[config.mk]
export PLATFORM = sky130hd
export DESIGN_NAME = memwb_stage
export DESIGN_NICKNAME = d
export VERILOG_FILES = /design/src/rtl/memwb_stage.sv
export SDC_FILE = /design/constraint.sdc
export NUM_CORES = 1
export LEC_CHECK = 0
export ABC_AREA = 1
export CELL_PAD_IN_SITES_DETAIL_PLACEMENT = 2
export CELL_PAD_IN_SITES_GLOBAL_PLACEMENT = 2
export CORE_MARGIN = 5
export CORE_UTILIZATION = 29
export DETAILED_ROUTE_END_ITERATION = 16
export PLACE_DENSITY_LB_ADDON = 0.1
export SKIP_LAST_GASP = 1
export SYNTH_ARGS = -nofsm -noshare
export SYNTH_HDL_FRONTEND = slang
export SYNTH_SLANG_ARGS = --single-unit
export TNS_END_PERCENT = 5
[constraint.sdc]
create_clock -name clk -period 2.69 [get_ports clk]
set_clock_uncertainty 0.05 [all_clocks]
set_input_delay 0.4035 -clock clk [delete_from_list [all_inputs] [get_ports clk]]
set_output_delay 0.4035 -clock clk [all_outputs]
set_load 0.02 [all_outputs]
[src/rtl/memwb_stage.sv]
// MEM/WB pipeline stage with valid/ready handshake, one-entry skid buffer, flush and sync reset.
// Optional forwarding outputs (fwd_valid/fwd_reg/fwd_data) are enabled by defining MEMWB_FWD_EN.
module memwb_stage #(
    parameter int DWIDTH = 32,
    parameter int AWIDTH = 32,
    parameter int RWIDTH = 5
) (
    input  logic              clk,
    input  logic              rst,
    input  logic              flush,
    input  logic              in_valid,
    output logic              in_ready,
    input  logic [1:0]        memtoregin,
    input  logic              regwrin,
    input  logic [RWIDTH-1:0] regdstmuxin,
    input  logic [DWIDTH-1:0] aluoutin,
    input  logic [DWIDTH-1:0] dmdatain,
    input  logic [AWIDTH-1:0] pcnextin,
    input  logic              negativein,
    output logic              out_valid,
    input  logic              out_ready,
    output logic [1:0]        memtoregout,
    output logic [RWIDTH-1:0] regdstmuxout,
    output logic [DWIDTH-1:0] aluoutout,
    output logic [DWIDTH-1:0] dmdataout,
    output logic [AWIDTH-1:0] pcnextout,
    output logic              negativeout,
    output logic              regwrout,
    output logic [DWIDTH-1:0] wbdata
`ifdef MEMWB_FWD_EN
    ,
    output logic              fwd_valid,
    output logic [RWIDTH-1:0] fwd_reg,
    output logic [DWIDTH-1:0] fwd_data
`endif
);

    typedef enum logic [1:0] {
        ST_EMPTY = 2'd0,
        ST_ONE   = 2'd1,
        ST_TWO   = 2'd2
    } state_t;

    typedef struct packed {
        logic [1:0]        memtoreg;
        logic              regwr;
        logic [RWIDTH-1:0] regdst;
        logic [DWIDTH-1:0] aluout;
        logic [DWIDTH-1:0] dmdata;
        logic [AWIDTH-1:0] pcnext;
        logic              negative;
    } entry_t;

    state_t state_q, state_d;
    entry_t main_q, main_d;
    entry_t skid_q, skid_d;
    entry_t in_entry;
    logic   in_fire;
    logic   out_fire;
    logic [DWIDTH-1:0] pc_ext;

    assign in_entry = '{memtoreg: memtoregin, regwr: regwrin, regdst: regdstmuxin,
                        aluout: aluoutin, dmdata: dmdatain, pcnext: pcnextin,
                        negative: negativein};

    // Handshake flags decode the state register only, so out_ready never reaches in_ready.
    assign in_ready  = (state_q != ST_TWO);
    assign out_valid = (state_q != ST_EMPTY);
    assign in_fire   = in_valid & in_ready;
    assign out_fire  = out_valid & out_ready;

    // Next-state and storage-update logic for the main/skid pair.
    always_comb begin
        state_d = state_q;
        main_d  = main_q;
        skid_d  = skid_q;
        case (state_q)
            ST_EMPTY: begin
                if (in_fire) begin
                    main_d  = in_entry;
                    state_d = ST_ONE;
                end else begin
                    state_d = ST_EMPTY;
                end
            end
            ST_ONE: begin
                if (in_fire && out_fire) begin
                    main_d = in_entry;
                end else if (in_fire) begin
                    skid_d  = in_entry;
                    state_d = ST_TWO;
                end else if (out_fire) begin
                    state_d = ST_EMPTY;
                end else begin
                    state_d = ST_ONE;
                end
            end
            ST_TWO: begin
                if (out_fire) begin
                    main_d  = skid_q;
                    state_d = ST_ONE;
                end else begin
                    state_d = ST_TWO;
                end
            end
            default: begin
                state_d = ST_EMPTY;
            end
        endcase
    end

    // Reset clears everything; flush only drops validity and keeps stale data.
    always_ff @(posedge clk) begin
        if (rst) begin
            state_q <= ST_EMPTY;
            main_q  <= '0;
            skid_q  <= '0;
        end else if (flush) begin
            state_q <= ST_EMPTY;
        end else begin
            state_q <= state_d;
            main_q  <= main_d;
            skid_q  <= skid_d;
        end
    end

    generate
        if (AWIDTH >= DWIDTH) begin : g_pc_trunc
            assign pc_ext = main_q.pcnext[DWIDTH-1:0];
        end else begin : g_pc_zext
            assign pc_ext = {{(DWIDTH-AWIDTH){1'b0}}, main_q.pcnext};
        end
    endgenerate

    // Write-back source select on the head entry.
    always_comb begin
        wbdata = {DWIDTH{1'b0}};
        case (main_q.memtoreg)
            2'b00:   wbdata = main_q.aluout;
            2'b01:   wbdata = main_q.dmdata;
            2'b10:   wbdata = pc_ext;
            2'b11:   wbdata = {{(DWIDTH-1){1'b0}}, main_q.negative};
            default: wbdata = {DWIDTH{1'b0}};
        endcase
    end

    assign memtoregout  = main_q.memtoreg;
    assign regdstmuxout = main_q.regdst;
    assign aluoutout    = main_q.aluout;
    assign dmdataout    = main_q.dmdata;
    assign pcnextout    = main_q.pcnext;
    assign negativeout  = main_q.negative;
    assign regwrout     = main_q.regwr & out_valid & (main_q.regdst != {RWIDTH{1'b0}});

`ifdef MEMWB_FWD_EN
    assign fwd_valid = regwrout;
    assign fwd_reg   = main_q.regdst;
    assign fwd_data  = wbdata;
`endif

endmodule

==> impl_results.md <==
* # setup viols final at 15
* Synth Area in XOR/XNOR at 0
* Total die area at 42,600 µm²
* Total Routed Length at 50.9 mm
* Worst r2r src: state_q[1]
* Die width at 206 µm
* Synth async-reset ratio at 0
* Clk buf depth at 3
* Leak pwr at 6.28 nW
* Mapped Cells at 1,776
* Syn_nets at 1,886
* Worst-margin pin slew at 1020 ps
* Synth area leader: dfxtp_1
* DRC at 0
* Core Area at 38,400 µm²
* Top post-synthesis cells by count: nand2_1 (526), nand3_1 (349), nor2_1 (215)
* Drt pass-1 iters at 5
* Setup Buffers After CTS at 0
* Top FF cell, synth: dfxtp_1
* Final period util at 1.04
* All-layer global routing usage at 0.233
* DR vias/cell at 4.98
* Failing checks: setup timing
* Post-DP Area at 13,500 µm²
* CP max stage delay at 620 ps
* Critical Path RT at 2240 ps
* I/O pin count at 249
* Min-Delay Startpoint: rst
* Synth top area cells: dfxtp_1 (38%), nand2_1 (18%), nand3_1 (16%)
* Grt ovf at 0
* Final Instance Area at 14,400 µm²
* Chip Height at 206 µm
* CP cell instances: inv_1 > or2_2 > inv_2 > buf_12 > nand2_1 > nand3_1 > clkdlybuf4s50_1
* Seq cells post-synth at 212
* Reg-to-reg endpoint: aluoutout[10]
* PortBufs at 248
* Tightest Hold Check Type: in2reg
* Final Net Count at 1,962
* HPWL Detailed at 33.9 mm
* Distinct cells, synth at 20
* Met3 Usage GRT at 0.0367
* Top-count cell post-synth: nand2_1
* Pwr/cell area at 611 nW/µm²
* First-pass GRT wire length at 77.1 mm
* Post-synthesis mux area share at 0
* Worst setup margin at -119 ps
* Number of synthesized flops with an enable pin at 0
* Num CTS Buffers at 28
* Vias post-DR at 11,900
* Crit. End Element: output pin
* Crit path max-delay family: buffers and inverters
* Finished Layout Cells at 2,391
* Clock tree from TritonCTS: built
* Fin. Hold Viols at 0
* 1st-iter DRT viols at 431
* Crit path arrival time at 2360 ps
* Hold path endpoint: skid_q[59]
* Worst Path Buf+Inv at 4
* Largest net degree at the start of global routing at 107
* Critical Path Source Type: register
* Mapped cell area at 11,200 µm²
* Period minus WS final at 2810 ps
* R2r worst-path depth at 7
* Achievable Freq at 356 MHz
* Hold_buf cts at 0
* Initial antenna violation count at 4
* Top-area cell type share of the netlist area at 0.379
* Met2 usage at 0.390
* Cells after DPL at 2,339
* Worst vdd ir at 0.422 mV
* Setup CP Type: reg2out
* Row cnt at 72
* Initial Utilization at 0.292
* Worst-path maximum fanout at 16
* Clock Latency Late Sink at 540 ps
* Post-synthesis sequential area ratio at 0.379
* Clock Root Buffer: clkbuf_16
* Compound-gate portion of the synthesized area at 0.0500
* # Max-Cap Violations at 0
* Slew headroom at 0.321
* Layout area overhead at 28.7%
* Routability Congestion at 0.771
* Largest family of logic cells by synthesized area: simple AND/OR/NAND/NOR gates
* RSZ-0062 raised after global routing: true
* Post-Synth Adder-Cell Area at 0
* Simple-gate area share of the yosys netlist at 0.411
* GRT busiest layer: met2
* H-tree levels at 1
* Share of cells above drive strength 1 at 0.0492
* Hold depth at 2
* Flop2flop setup slack at 730 ps
* Routed len/inst at 21.3 µm
* Outcome: complete, but fails checks
* Ys Warns at 0
* Max-slew violation count at 0
* M1 GR Usage at 0.318
* Worst-path clk slew at 60 ps
* Synthesized area per cell at 6.30 µm²
* Remaining antenna violation count at 0
* TritonCTS sink count at 212
* CP max stage cell: clkdlybuf4s50_1
* Vias in the first global route at 12,600
==> sequential cells by signal, summed over array words and instances (netlist names) <==
register and flops:
negativeout 1, pcnextout 32, state_q 2, regdstmuxout 5, aluoutout 32, skid_q 105
main_q 1, memtoregout 2, dmdataout 32
==> layer usage <==
layer  wire length [µm]  part of all wire
met5                 21           0.00041
met2              23800              0.47
met3               2390             0.047
met1              23600              0.46
met4               1020             0.020
==> layout make-up <==
type,instances,area (µm²)
Inverter,117,444
Timing Repair Buffer,282,2980
Fill cell,4669,24000
Sequential cell,212,4250
Clock buffer,48,877
Tap cell,518,648
Antenna cell,3,7.51
Multi-Input combinational cell,1211,5200
==> metrics by stage <==
stage               TNS, ps   util  worst slack (ps)  hold WS (ps)  power [mW]
CTS                   -3150  0.375              -174           236        8.94
global route          -4380  0.375              -233           257        9.22
finish                -1540  0.375              -119           255        8.80
floorplan                 0      -               942           390        4.45
global placement          0  0.352               335           398        5.24
detailed placement        0  0.352               293           405        5.27
==> power by group <==
group          total, mW  internal [mW]  switching, mW
clock network       3.63           2.18           1.45
logic               1.72          0.713           1.00
registers           3.46           3.28          0.174
total               8.80           6.17           2.63
==> what timing repair did <==
action	4_1_cts	5_1_grt
cloned	1	0
setup endpoints to repair	30	29
resized for setup	17	2
==> how the worst max path moves through the flow <==
stage,from,endpoint,slack [ps],depth (start not counted)
after global routing,memtoregout[0],wbdata[26],-230,7
after CTS,memtoregout[0],wbdata[22],-170,7
after global placement,in_valid,pcnextout[9],340,7
final,memtoregout[0],wbdata[8],-120,7
after floorplan,memtoregout[0],wbdata[10],940,6
after detailed placement,memtoregout[0],wbdata[18],290,7
==> placed cells by master, fill, tap and decap left out <==
master	n
a21oi_1	106
a21oi_4	1
buf_12	19
buf_4	17
bufbuf_16	1
clkbuf_1	11
clkbuf_16	29
clkbuf_8	8
clkdlybuf4s50_1	229
dfxtp_1	209
dfxtp_2	2
dfxtp_4	1
diode_2	3
dlygate4sd2_1	15
dlymetal6s2s_1	1
inv_1	112
inv_2	3
inv_4	2
nand2_1	525
nand2_4	2
nand3_1	349
nand4_1	1
nor2_1	214
nor2_2	1
nor2_4	5
nor3_1	3
o21a_1	2
o21ai_1	1
or2_2	1
==> cells by family (layout without fill, tap and decap cells) <==
group,count (synthesis),after routing
and+or+nand+nor,1101,1101
buffers and inverters,353,447
DFF,212,212
AOI/OAI and AO/OA,110,110
other,0,3
Note: power is estimated with default switching activity, not from simulation.
